## config.mk

```make
export PLATFORM = sky130hd
export DESIGN_NAME = pacman_sprite_drawer
export DESIGN_NICKNAME = d
export VERILOG_FILES = /design/src/rtl/pacman_pkg.sv /design/src/rtl/pacman_sprite_mask.sv /design/src/rtl/pacman_sprite_drawer.sv
export SDC_FILE = /design/constraint.sdc
export NUM_CORES = 1
export LEC_CHECK = 0
export ABC_CLOCK_PERIOD_IN_PS = 5150
export CAP_MARGIN = 40
export CELL_PAD_IN_SITES_DETAIL_PLACEMENT = 1
export CELL_PAD_IN_SITES_GLOBAL_PLACEMENT = 2
export CORE_ASPECT_RATIO = 2
export CORE_MARGIN = 1
export CORE_UTILIZATION = 41
export CTS_CLUSTER_DIAMETER = 50
export DETAILED_ROUTE_END_ITERATION = 10
export DONT_BUFFER_PORTS = 1
export MAX_ROUTING_LAYER = met4
export PLACE_DENSITY = 0.81
export SYNTH_ARGS = -nofsm -noshare
export SYNTH_HDL_FRONTEND = slang
export SYNTH_SLANG_ARGS = --single-unit
```

## constraint.sdc

```tcl
create_clock -name clock -period 5.15 [get_ports clock]
set_input_delay 0.515 -clock clock [delete_from_list [all_inputs] [get_ports clock]]
set_output_delay 0.515 -clock clock [all_outputs]
set_load 0.02 [all_outputs]
```

## src/rtl/pacman_pkg.sv

```systemverilog
// Shared Pacman definitions: direction codes, screen geometry, colours and FSM states.
package pacman_pkg;

    localparam logic [2:0] DIR_RIGHT = 3'd0;
    localparam logic [2:0] DIR_UP    = 3'd1;
    localparam logic [2:0] DIR_LEFT  = 3'd2;
    localparam logic [2:0] DIR_DOWN  = 3'd3;
    localparam logic [2:0] DIR_WAIT  = 3'd4;

    localparam logic [8:0] SCREEN_W = 9'd160;
    localparam logic [7:0] SCREEN_H = 8'd120;

    localparam logic [2:0] PAC_COLOUR = 3'b110;
    localparam logic [2:0] BG_COLOUR  = 3'b000;

    localparam logic [2:0] SPRITE_SIZE = 3'd5;
    localparam logic [2:0] SPRITE_LAST = SPRITE_SIZE - 3'd1;

    typedef enum logic [1:0] {
        S_IDLE  = 2'd0,
        S_ERASE = 2'd1,
        S_DRAW  = 2'd2,
        S_DONE  = 2'd3
    } draw_state_t;

endpackage

```

## src/rtl/pacman_sprite_mask.sv

```systemverilog
// 5x5 Pacman shape: round disc with a mouth cut toward the travel direction.
module pacman_sprite_mask
    import pacman_pkg::*;
(
    input  logic [2:0] dir,
    input  logic [2:0] col,
    input  logic [2:0] row,
    output logic       lit
);

    logic corner;
    logic mouth;

    always_comb begin
        corner = (col == 3'd0 || col == 3'd4) && (row == 3'd0 || row == 3'd4);
        // Codes 5-7 fall to default, so they draw like WAIT.
        case (dir)
            DIR_RIGHT: mouth = (row == 3'd2) && (col >= 3'd2);
            DIR_LEFT:  mouth = (row == 3'd2) && (col <= 3'd2);
            DIR_UP:    mouth = (col == 3'd2) && (row <= 3'd2);
            DIR_DOWN:  mouth = (col == 3'd2) && (row >= 3'd2);
            default:   mouth = 1'b0;
        endcase
        lit = !corner && !mouth;
    end

endmodule

```

## src/rtl/pacman_sprite_drawer.sv

```systemverilog
// Erases Pacman at its previous position, then redraws it at the new one, one pixel per clock.
module pacman_sprite_drawer
    import pacman_pkg::*;
(
    input  logic       clock,
    input  logic       reset_n,
    input  logic       start,
    input  logic [7:0] x_in,
    input  logic [6:0] y_in,
    input  logic [2:0] dir_in,
    output logic       busy,
    output logic       done,
    output logic [7:0] vga_x,
    output logic [6:0] vga_y,
    output logic [2:0] vga_colour,
    output logic       plot
);

    draw_state_t state;
    logic [7:0]  new_x, old_x;
    logic [6:0]  new_y, old_y;
    logic [2:0]  new_dir;
    logic        old_valid;
    logic [2:0]  col, row;
    logic        last_px;
    logic        lit;

    assign last_px = (col == SPRITE_LAST) && (row == SPRITE_LAST);

    pacman_sprite_mask mask (
        .dir (new_dir),
        .col (col),
        .row (row),
        .lit (lit)
    );

    always_ff @(posedge clock) begin
        if (!reset_n) begin
            state     <= S_IDLE;
            old_valid <= 1'b0;
            col       <= 3'd0;
            row       <= 3'd0;
            new_x     <= 8'd0;
            new_y     <= 7'd0;
            new_dir   <= DIR_WAIT;
            old_x     <= 8'd0;
            old_y     <= 7'd0;
        end else begin
            case (state)
                S_IDLE: begin
                    if (start) begin
                        new_x   <= x_in;
                        new_y   <= y_in;
                        new_dir <= dir_in;
                        col     <= 3'd0;
                        row     <= 3'd0;
                        state   <= old_valid ? S_ERASE : S_DRAW;
                    end
                end
                S_ERASE, S_DRAW: begin
                    if (last_px) begin
                        col   <= 3'd0;
                        row   <= 3'd0;
                        state <= (state == S_ERASE) ? S_DRAW : S_DONE;
                    end else if (col == SPRITE_LAST) begin
                        col <= 3'd0;
                        row <= row + 3'd1;
                    end else begin
                        col <= col + 3'd1;
                    end
                end
                S_DONE: begin
                    old_x     <= new_x;
                    old_y     <= new_y;
                    old_valid <= 1'b1;
                    state     <= S_IDLE;
                end
                default: state <= S_IDLE;
            endcase
        end
    end

    // Sums are one bit wider than the screen coordinate so off-edge pixels clip rather than wrap.
    logic [8:0] sum_x;
    logic [7:0] sum_y;
    logic       active;

    always_comb begin
        active = (state == S_ERASE) || (state == S_DRAW);
        if (state == S_ERASE) begin
            sum_x = {1'b0, old_x} + {6'd0, col};
            sum_y = {1'b0, old_y} + {5'd0, row};
        end else begin
            sum_x = {1'b0, new_x} + {6'd0, col};
            sum_y = {1'b0, new_y} + {5'd0, row};
        end
        busy       = (state != S_IDLE);
        done       = (state == S_DONE);
        plot       = active && (sum_x < SCREEN_W) && (sum_y < SCREEN_H);
        vga_x      = active ? sum_x[7:0] : 8'd0;
        vga_y      = active ? sum_y[6:0] : 7'd0;
        vga_colour = (state == S_DRAW && lit) ? PAC_COLOUR : BG_COLOUR;
    end

endmodule

```

==> metrics.log, run 1 <==
INFO  metric run_status = completed
INFO  metric grt_pass1_vias = roughly 2.2k
INFO  metric grt.overflow.total = 0
INFO  metric finalHoldWorstSlack = 0.305 ns
INFO  metric timing.max_cap.violations = 0
INFO  metric route.detailed.vias_per_inst = 5.25
INFO  metric yosys_most_used_dff = dfxtp_1
INFO  metric cts.reportedPaths.clkPinSlew = roughly 0.060 ns
INFO  metric postRouteWirelength = between 6 and 7 mm
INFO  metric numCtsBuffers = 5
INFO  metric post_synth_num_cell_types = 46
INFO  metric ir_worst_vdd = around 0.22 mV
INFO  metric crit_chain = inv_1, ha_1, buf_4, mux2_2, ha_1, inv_1, fa_1, nand2b_1, a211oi_1, a2bb2o_1, a2111oi_2, a311oi_1
INFO  metric cpPeakStageDelay = 0.67 ns
INFO  metric timing.max_slew.rel_slack = 44.8%
INFO  metric detailedPlacementHpwl = 4.78 mm
INFO  metric synthesis.yosys.warnings = 0
INFO  metric fmax = 0.254 GHz
INFO  metric synth_enable_flop_cells = 0
INFO  metric post_synth_instance_area = 2640 um^2
INFO  metric slew_viol_final = 0
INFO  metric cp_slowest_cell = a311oi_1
INFO  metric min_period = 3.93 ns
INFO  metric tritoncts = yes
INFO  metric antenna_cells = 0
INFO  metric nNetsFinal = 340
INFO  metric final_min_period_over_clock_period = around 76%
INFO  metric vias = 2,020
INFO  metric place_congestion = around 0.80
INFO  metric antenna_left = 0
INFO  metric number_of_nets_in_the_synthesized_netlist = roughly 340
INFO  metric power.static_leakage = approximately 1.1 nW
INFO  metric unrepaired_setup_endpoints_after_global_routing = false
INFO  metric cts.repair.resized = 0
INFO  metric setup_viol = 0
INFO  metric root_buffer = clkbuf_16
INFO  metric setup_slack = between 1 and 1.5 ns
INFO  metric total_neg_setup_slack = 0 ns
INFO  metric cts_num_sinks = between 40 and 50
INFO  metric h-tree-depth = 2
INFO  metric layout-drive-gt1-share = under 10%
INFO  metric grt_first_pass_wirelength = 10.5 mm
INFO  metric syn-mean-instance-area = slightly below 9 um^2
INFO  metric gr-usage-all-layers = 21.8%
INFO  metric antenna_found_initial = 0
INFO  metric buffer_ports.inserted = 0
INFO  metric drt_pass1_iterations = 4
INFO  metric design.portCount = 42
INFO  metric cts_max_path_buffers = 2
INFO  metric post-cts-setup-buffers = 0
INFO  metric timing_worst_slew_pin_value = around 0.82 ns
INFO  metric cts_hold_repair.buffers = 0
INFO  metric critical_path_peak_fanout = 22
INFO  metric setup.worst_path.end_class = output pin
INFO  metric drcViolationCount = 0
INFO  metric num_rows = 41
INFO  metric detail_route.iter0.violations = 50
INFO  metric synth_top_cell_by_area = dfxtp_1
INFO  metric power-per-cell-area = 420 nW/um^2
INFO  metric fin_worst_skew = about 0.0046 ns
INFO  metric critical_path_buf_inv_count = 3
INFO  metric die_area = ~6800 um^2
INFO  metric start_kind = register
INFO  metric chipWidth = 58.7 um
INFO  metric critical_path_required = roughly 4.6 ns
INFO  metric area_growth = 7.87%
INFO  metric pin_count_of_the_biggest_net_entering_global_routing = 42
INFO  metric final_report_hold_violation_count = 0
INFO  metric min-delay-path-class = in -> reg
INFO  metric avgRoutedWirePerCell = ~17 um
INFO  metric critPathTopFamily = compound AO/OA/AOI/OAI gates
INFO  metric synthesis.instances = just over 300
INFO  metric chipHeight = ~120 um
INFO  metric synth_largest_type_area_fraction = 31.9%
INFO  metric ys_ff_latch = 42
INFO  metric minimum_setup_slack_after_placement = 1.52 ns
INFO  metric insertion_delay = slightly below 0.3 ns
INFO  metric seq_area_frac_synth = between 30% and 40%
INFO  metric floorplan.core_area = ~6300 um^2
INFO  metric type_of_the_worst_setup_path = reg -> out
INFO  metric worstPathArrival = around 3.4 ns
INFO  metric synthArstFlopShare = 0%
INFO  metric initial_core_util = 42.1%
INFO  metric netlist_top_cells_area = dfxtp_1 32%, mux2i_1 11%, ha_1 9.0%
## state kept, by name (all words and copies together), names as in the netlist
name       cells
col            3
new_dir        3
new_x          8
new_y          7
old_valid      1
old_x          8
old_y          7
row            3
state          2
## per-layer routing
metal	vias up	track usage [%]	wire length (um)
met1	959	22.9	2630
met4	0	9.52	144
li1	1013	-	-
met2	36	39.3	3500
met3	12	3.35	178
met5	-	-	0
## worst paths after layout
kind         slack (ns)  cells past startpoint    endpoint  startpoint
min                0.31                      1  new_dir[2]     reset_n
min reg2reg        0.48                      2    new_y[3]    new_y[3]
max                1.22                     12        plot    state[1]
max reg2reg        2.77                      7    state[1]    state[0]
## layout by cell type, fill, tap and decap left out, types with 2 or more instances in the layout
cell type / Yosys / final
nor2b_1: 21 / 21
clkbuf_16: 0 / 5
buf_4: 2 / 2
nand2_1: 48 / 48
o211a_1: 2 / 2
o211ai_1: 2 / 2
nand3_1: 8 / 8
nor2_1: 15 / 15
fa_1: 2 / 2
ha_1: 19 / 19
inv_1: 17 / 17
a21boi_0: 18 / 18
dfxtp_1: 42 / 42
and2_1: 4 / 4
a21oi_1: 9 / 9
nand2b_1: 3 / 3
nor3_1: 7 / 7
mux2_2: 7 / 7
xor2_1: 4 / 4
mux2i_1: 28 / 28
o21ai_0: 4 / 4
and3_1: 2 / 2
xnor2_1: 5 / 5
## where the power goes
group	total (mW)	switching (mW)	leakage (nW)	internal, mW
Clock	0.327	0.135	0.0739	0.193
Sequential	0.412	0.0438	0.342	0.369
Combinational	0.456	0.296	0.696	0.160
## logic make-up after synthesis
family	share of synthesized area, %
compound gates	14.1
xor+xnor	2.99
fa+ha+maj	10.5
buf+inv	5.22
flops	31.9
mux	14.7
other cells	0.142
simple gates	20.4
## stage by stage
stage	area (um^2)	power, mW	util [%]	std cells
2_1_floorplan	2640	0.778	-	302
3_3_place_gp	2690	0.870	42.9	376
3_5_place_dp	2700	0.885	43.1	377
4_1_cts	2850	1.22	45.5	385
5_1_grt	2850	1.28	45.5	385
6_report	2850	1.20	45.5	385
## cell usage after synthesis, drive strengths merged, types with 6 or more instances
cell,n
clkbuf,6
mux2i,29
a21boi,18
inv,17
nand3,8
nand2,48
a21oi,9
ha,19
buf,8
nor2b,21
dfxtp,42
nor2,16
nor3,7
mux2,8
## layout make-up
cell class,instances,area [um^2]
clock buffer,7,143
clock inverter,1,5.00
fill,769,3410
inverter,17,63.8
multi-input combinational,229,1660
sequential,42,841
tap,86,108
timing repair buffer,3,26.3
Power figures use the tool's default switching activity.
==> run 2, diff against run 1 <==
- ABC_AREA: unset -> 1
- ABC_CLOCK_PERIOD_IN_PS: 5150 -> 3800
- CORE_UTILIZATION: 41 -> 34
- PLACE_DENSITY: 0.81 -> 0.75
- clock period: 5.15 -> 3.8 ns (I/O delays scaled with it)
==> run 2 against run 1 <==
  * Largest cell class unchanged
  * Area after synthesis decreased by 3.6%
  * Power increased by 59%
  * Flip-flop and latch count unchanged
  * Count of clock-buffer cells in the layout decreased by 2
  * Sequential share of layout area increased by 1.2 points
  * Sequential power increased by 47%
==> metrics.log, run 2 <==
INFO  metric pin_count_of_the_biggest_net_entering_global_routing = 38
INFO  metric vias = 2,256
INFO  metric timing.critical_path.mode_cell = nand2_1
INFO  metric floorplan.core_area = roughly 7300 um^2
INFO  metric type_of_the_worst_setup_path = reg -> out
INFO  metric route.detailed.vias_per_inst = 4.86
INFO  metric yosys_most_used_dff = dfxtp_1
INFO  metric grt_first_pass_wirelength = approximately 11 mm
INFO  metric synth.most_common_cell = nand2_1
INFO  metric layout_common_cells = 78 x nand2_1, 59 x nor2_1, 47 x o21ai_0, 45 x inv_1, 42 x dfxtp_1
INFO  metric h-tree-depth = 2
INFO  metric grt_pass1_vias = roughly 2.3k
INFO  metric start_kind = register
INFO  metric synthesis.yosys.warnings = 0
INFO  metric setup_slack = approximately 0.36 ns
INFO  metric drcViolationCount = 0
INFO  metric cpPeakStageDelay = 0.41 ns
INFO  metric clock_power_share = about 23%
INFO  metric largest_registers = new_x: 8 flops, old_x: 8 flops
INFO  metric chipWidth = about 63 um
INFO  metric chipHeight = roughly 120 um
INFO  metric postRouteWirelength = roughly 6.6 mm
INFO  metric layout.cells.most_common = nand2_1
INFO  metric post_synth_num_cell_types = 31
INFO  metric ir_worst_vdd = around 0.33 mV
INFO  metric fin_worst_skew = around 0.0067 ns
INFO  metric place_congestion = about 0.76
INFO  metric detailedPlacementHpwl = around 5.3 mm
INFO  metric post-cts-setup-buffers = 0
INFO  metric final_report_hold_violation_count = 0
INFO  metric avgRoutedWirePerCell = about 14 um
INFO  metric run_status = completed
INFO  metric minimum_setup_slack_after_placement = approximately 0.63 ns
INFO  metric final-instance-count-excl-fill = between 400 and 500
INFO  metric setup_viol = 0
INFO  metric nNetsFinal = about 410
INFO  metric antenna_cells = 0
INFO  metric fraction_of_the_mapped_netlist_area_in_simple_logic_gates = between 20 and 30%
INFO  metric numPlacedInstances = roughly 460
INFO  metric initial_core_util = 35.0%
INFO  metric numCtsBuffers = 5
INFO  metric summed_area_of_non_filler_cells_in_the_final_layout = 2740 um^2
INFO  metric tritoncts = yes
INFO  metric synthArstFlopShare = 0%
INFO  metric final_min_period_over_clock_period = 90.6%
INFO  metric power.share.combinational = a little under half
INFO  metric synthesis.instances = between 300 and 400
INFO  metric num_rows = 44
INFO  metric yosys-mux-area-fraction = 0%
INFO  metric synth_largest_type_area_fraction = 33.1%
INFO  metric root_buffer = clkbuf_16
INFO  metric synth_fa_ha_area_share = between 10% and 20%
INFO  metric netlist_top_cells_area = dfxtp_1 33%, nand2_1 12%, ha_1 9.3%
INFO  metric critical_path_buf_inv_count = 6
INFO  metric design.portCount = 42
INFO  metric seq_power_share = 31.8%
INFO  metric number_of_nets_in_the_synthesized_netlist = 419
INFO  metric cts_max_path_buffers = 2
INFO  metric unrepaired_setup_endpoints_after_global_routing = false
INFO  metric timing.max_slew.rel_slack = 58.2%
INFO  metric cts_hold_repair.buffers = 0
INFO  metric syn-mean-instance-area = around 6.7 um^2
INFO  metric power.internal = between 1 and 1.5 mW
INFO  metric drt_pass1_iterations = 4
INFO  metric synth_enable_flop_cells = 0
INFO  metric insertion_delay = 0.29 ns
INFO  metric layout-drive-gt1-share = between 7 and 8%
INFO  metric synth_cell_count_leaders = 78 x nand2_1, 59 x nor2_1, 47 x o21ai_0, 45 x inv_1, 42 x dfxtp_1
INFO  metric buffer_ports.inserted = 0
INFO  metric cts_num_sinks = between 40 and 50
INFO  metric power-per-cell-area = between 600 and 700 nW/um^2
INFO  metric synthXorXnorAreaFrac = 0.689%
INFO  metric crit_chain = inv_1, ha_1, inv_4, nand2_1, nand2_1, ha_1, inv_1, fa_1, inv_1, nand2_1, nand2_1, inv_1, nor2_1, nand2_1, nand2_1, nand2_1, nand2_1, nand2_1, inv_1
INFO  metric cts.reportedPaths.clkPinSlew = 0.06 ns
INFO  metric critical_path_peak_fanout = 19
INFO  metric total_neg_setup_slack = 0 ns
INFO  metric die_area = 7850 um^2
INFO  metric power_switching_share = between 40% and 50%
INFO  metric area_growth = 7.62%
INFO  metric synth_top_cell_by_area = dfxtp_1
INFO  metric cts.repair.resized = 0
INFO  metric seq_area_frac_synth = about 33%
INFO  metric antenna_left = 0
INFO  metric finalCoreUtilization = about 38%
INFO  metric power.static_leakage = 1.27 nW
INFO  metric timing_worst_slew_pin_value = around 0.63 ns
INFO  metric antenna_found_initial = 0
INFO  metric min-delay-path-class = in -> reg
INFO  metric critPathTopFamily = adder cells
INFO  metric total_switching_power = between 800 and 900 uW
INFO  metric detail_route.iter0.violations = 76
INFO  metric min_period = 3.44 ns
INFO  metric ys_ff_latch = 42
INFO  metric timing.max_cap.violations = 0
INFO  metric synth_top_family_by_area = simple AND/OR/NAND/NOR gates
INFO  metric slew_viol_final = 0
INFO  metric placedInstanceArea = between 2000 and 3000 um^2
INFO  metric fmax = roughly 0.29 GHz
INFO  metric critical_path_required = between 3 and 4 ns
INFO  metric post_synth_instance_area = roughly 2500 um^2
INFO  metric gr-usage-all-layers = 18.9%
INFO  metric grt.overflow.total = 0
INFO  metric setup.worst_path.end_class = output pin
INFO  metric synth_compound_gate_area_share = about 17%
INFO  metric cp_slowest_cell = ha_1
INFO  metric worstPathArrival = around 3.1 ns
run 2: changes by cell type in the layout (fill, tap and decap cells not counted), sizes merged, moves of 5 or more:
cell    delta
inv       +30
a21oi     +20
a21boi    -18
nor3       -5
mux2       -8
nor2      +46
mux2i     -29
xnor2      -5
nor2b     -21
o21ai     +45
nand2     +40
run 2: power by group through the flow:
| stage | logic, mW | registers, mW | clock network [mW] |
|---|---|---|---|
| 2_1_floorplan | 0.727 | 0.587 | 0 |
| 3_5_place_dp | 0.885 | 0.614 | 0 |
| 5_1_grt | 0.996 | 0.615 | 0.460 |
| 6_report | 0.866 | 0.604 | 0.427 |
| 4_1_cts | 0.889 | 0.605 | 0.440 |
| 3_3_place_gp | 0.866 | 0.613 | 0 |
run 2: cells by family (layout without fill, tap and decap cells):
family / after synthesis / in the layout
AOI/OAI and AO/OA: 82 / 82
buffers and inverters: 63 / 58
adders and majority gates: 21 / 21
DFF: 42 / 42
other: 1 / 1
xor gates and xnor gates: 2 / 2
and+or+nand+nor: 166 / 166
run 2: worst paths after layout:
check / cells past startpoint / to / start / slack (ns)
worst max-delay path: 19 / plot / state[1] / 0.36
worst min-delay path: 1 / new_dir[2] / reset_n / 0.19
worst max register to register: 9 / row[2] / state[0] / 1.45
worst min register to register: 2 / old_valid / old_valid / 0.48
run 2: final cells by class:
type                            instances  area, um^2
Timing Repair Buffer                    2        20.0
Tap cell                               92         115
Inverter                               48         183
Sequential cell                        42         841
Fill cell                             987        4530
Multi-Input combinational cell        272        1430
Clock inverter                          3        21.3
Clock buffer                            5         125
run 2: metrics by stage:
step                      total power [mW]  hold WS, ns
after detailed placement              1.50        0.470
final                                 1.90        0.188
after CTS                             1.93        0.172
after floorplan                       1.31        0.441
after global routing                  2.07        0.191
after global placement                1.48        0.463
run 2: routing by layer:
metal	track usage, %	wire, um	part of all wire, %
met3	2.84	162	2.5
met4	9.58	152	2.3
met5	-	0	0
met2	33.7	3560	54
met1	19.5	2720	41
==> run 3, diff against run 2 <==
- SETUP_SLACK_MARGIN: unset -> 0.5
==> run 3 against run 2 <==
  * Core utilization up 0.71 points
  * Final cell count increased by 0.86%
  * Flip-flop and latch count unchanged
  * Die area stayed put
  * Clock power about the same
  * Largest cell class unchanged
==> metrics.log, run 3 (synthesis results as in run 2) <==
INFO  metric run_status = completed
INFO  metric fin_worst_skew = about 0.0066 ns
INFO  metric detailedPlacementHpwl = 5.34 mm
INFO  metric start_kind = register
INFO  metric unrepaired_setup_endpoints_after_global_routing = false
INFO  metric numCtsBuffers = 5
INFO  metric min-delay-path-class = in -> reg
INFO  metric pin_count_of_the_biggest_net_entering_global_routing = 38
INFO  metric fmax = about 0.33 GHz
INFO  metric design.portCount = 42
INFO  metric gr-usage-all-layers = between 10% and 20%
INFO  metric cts_hold_repair.buffers = 0
INFO  metric setup_slack = between 0.7 and 0.8 ns
INFO  metric avgRoutedWirePerCell = around 14 um
INFO  metric minimum_setup_slack_after_placement = approximately 0.63 ns
INFO  metric final_report_hold_violation_count = 0
INFO  metric rrSetupSlack = 1.38 ns
INFO  metric setup.worst_path.end_class = output pin
INFO  metric total_neg_setup_slack = 0 ns
INFO  metric setup_viol = 0
INFO  metric layout.cells.most_common = nand2_1
INFO  metric die_area = between 7000 and 8000 um^2
INFO  metric layout-drive-gt1-share = between 9 and 10%
INFO  metric grt.overflow.total = 0
INFO  metric num_rows = 44
INFO  metric initial_core_util = a little over a third
INFO  metric insertion_delay = between 0.2 and 0.3 ns
INFO  metric drt_pass1_iterations = 4
INFO  metric area_growth = 9.64%
INFO  metric antenna_found_initial = 0
INFO  metric power-per-cell-area = 695 nW/um^2
INFO  metric timing_worst_slew_pin_value = approximately 0.57 ns
INFO  metric drcViolationCount = 0
INFO  metric slew_viol_final = 0
INFO  metric critical_path_peak_fanout = 13
INFO  metric chipWidth = approximately 63 um
INFO  metric timing.max_slew.rel_slack = between 60% and 70%
INFO  metric timing.max_cap.violations = 0
INFO  metric h-tree-depth = 2
INFO  metric antenna_left = 0
INFO  metric nNetsFinal = between 400 and 500
INFO  metric floorplan.core_area = slightly above 7000 um^2
INFO  metric vias = about 2.3k
INFO  metric route.detailed.vias_per_inst = between 4 and 5
INFO  metric power.static_leakage = between 1 and 1.5 nW
INFO  metric final_min_period_over_clock_period = 79.8%
INFO  metric critical_path_required = 3.42 ns
INFO  metric cts.reportedPaths.clkPinSlew = about 0.060 ns
INFO  metric antenna_cells = 0
INFO  metric chipHeight = about 120 um
INFO  metric ir_worst_vdd = 0.331 mV
INFO  metric worstPathArrival = about 2.7 ns
INFO  metric tritoncts = yes
INFO  metric cts_max_path_buffers = 2
INFO  metric cts_num_sinks = 42
INFO  metric layout_common_cells = 78 x nand2_1, 58 x nor2_1, 47 x o21ai_0, 43 x inv_1, 41 x dfxtp_1
INFO  metric grt_first_pass_wirelength = 11.1 mm
INFO  metric final.fill_count = roughly 1,000
INFO  metric detail_route.iter0.violations = between 60 and 70
INFO  metric largest_registers = new_x: 8 flops, old_x: 8 flops
INFO  metric min_period = approximately 3.0 ns
INFO  metric place_congestion = about 0.76
INFO  metric type_of_the_worst_setup_path = reg -> out
INFO  metric grt_pass1_vias = 2,292
INFO  metric buffer_ports.inserted = 0
INFO  metric postRouteWirelength = ~6.7 mm
INFO  metric root_buffer = clkbuf_16
==> run 3: worst paths after layout <==
check,from,endpoint,cells after the start
worst max-delay path,state[1],vga_x[4],14
worst min-delay path,reset_n,new_dir[2],1
worst max register to register,state[0],row[2],9
worst min register to register,old_valid,old_valid,2
==> run 3: cell type report <==
| cell class | instances | area [um^2] | area share [%] |
|---|---|---|---|
| clock inverters | 3 | 21.3 | 0.763 |
| well taps | 92 | 115 | 4.13 |
| flip-flops and latches | 42 | 842 | 30.2 |
| clock buffers | 5 | 125 | 4.49 |
| multi-input cells | 272 | 1450 | 51.9 |
| inverters | 48 | 188 | 6.73 |
| repair buffers | 6 | 50.0 | 1.79 |
==> run 3: per-layer routing <==
| metal | track usage, % | routed length, um |
|---|---|---|
| met1 | 19.6 | 2730 |
| met2 | 34.3 | 3620 |
| met3 | 2.84 | 163 |
| met4 | 9.03 | 142 |
| met5 | - | 0 |
==> run 3: where the power goes <==
| part | switching (mW) | total, mW | internal, mW | leakage (nW) |
|---|---|---|---|---|
| logic | 0.642 | 0.903 | 0.260 | 0.875 |
| clock network | 0.184 | 0.428 | 0.243 | 0.0698 |
| registers | 0.0725 | 0.607 | 0.535 | 0.344 |
==> run 3: through the flow <==
stage	utilization (%)	power (mW)	cell area, um^2	instances	hold slack [ns]
3_3_place_gp	35.4	1.48	2570	454	0.463
3_5_place_dp	35.7	1.50	2590	456	0.470
6_report	38.4	1.94	2790	468	0.186
4_1_cts	37.9	1.95	2750	464	0.172
2_1_floorplan	-	1.31	2540	377	0.441
5_1_grt	38.4	2.11	2790	468	0.190
==> run 3: worst max-delay path, stage by stage, from the launching register on <==
cell and delay [ns]:
dfxtp_2 0.35, inv_2 0.06, ha_4 0.21, inv_8 0.12
nand2_1 0.07, nand2_1 0.08, ha_1 0.18, inv_1 0.06
fa_1 0.35, inv_1 0.09, nand2_1 0.05, nand2_1 0.11
and2_1 0.15, o21ai_0 0.10, nor2_1 0.35
==> run 3: repair_timing <==
action	CTS	global route
buffers inserted	0	4
resized for setup	3	5
setup endpoints to repair	9	4
pin swaps	0	0
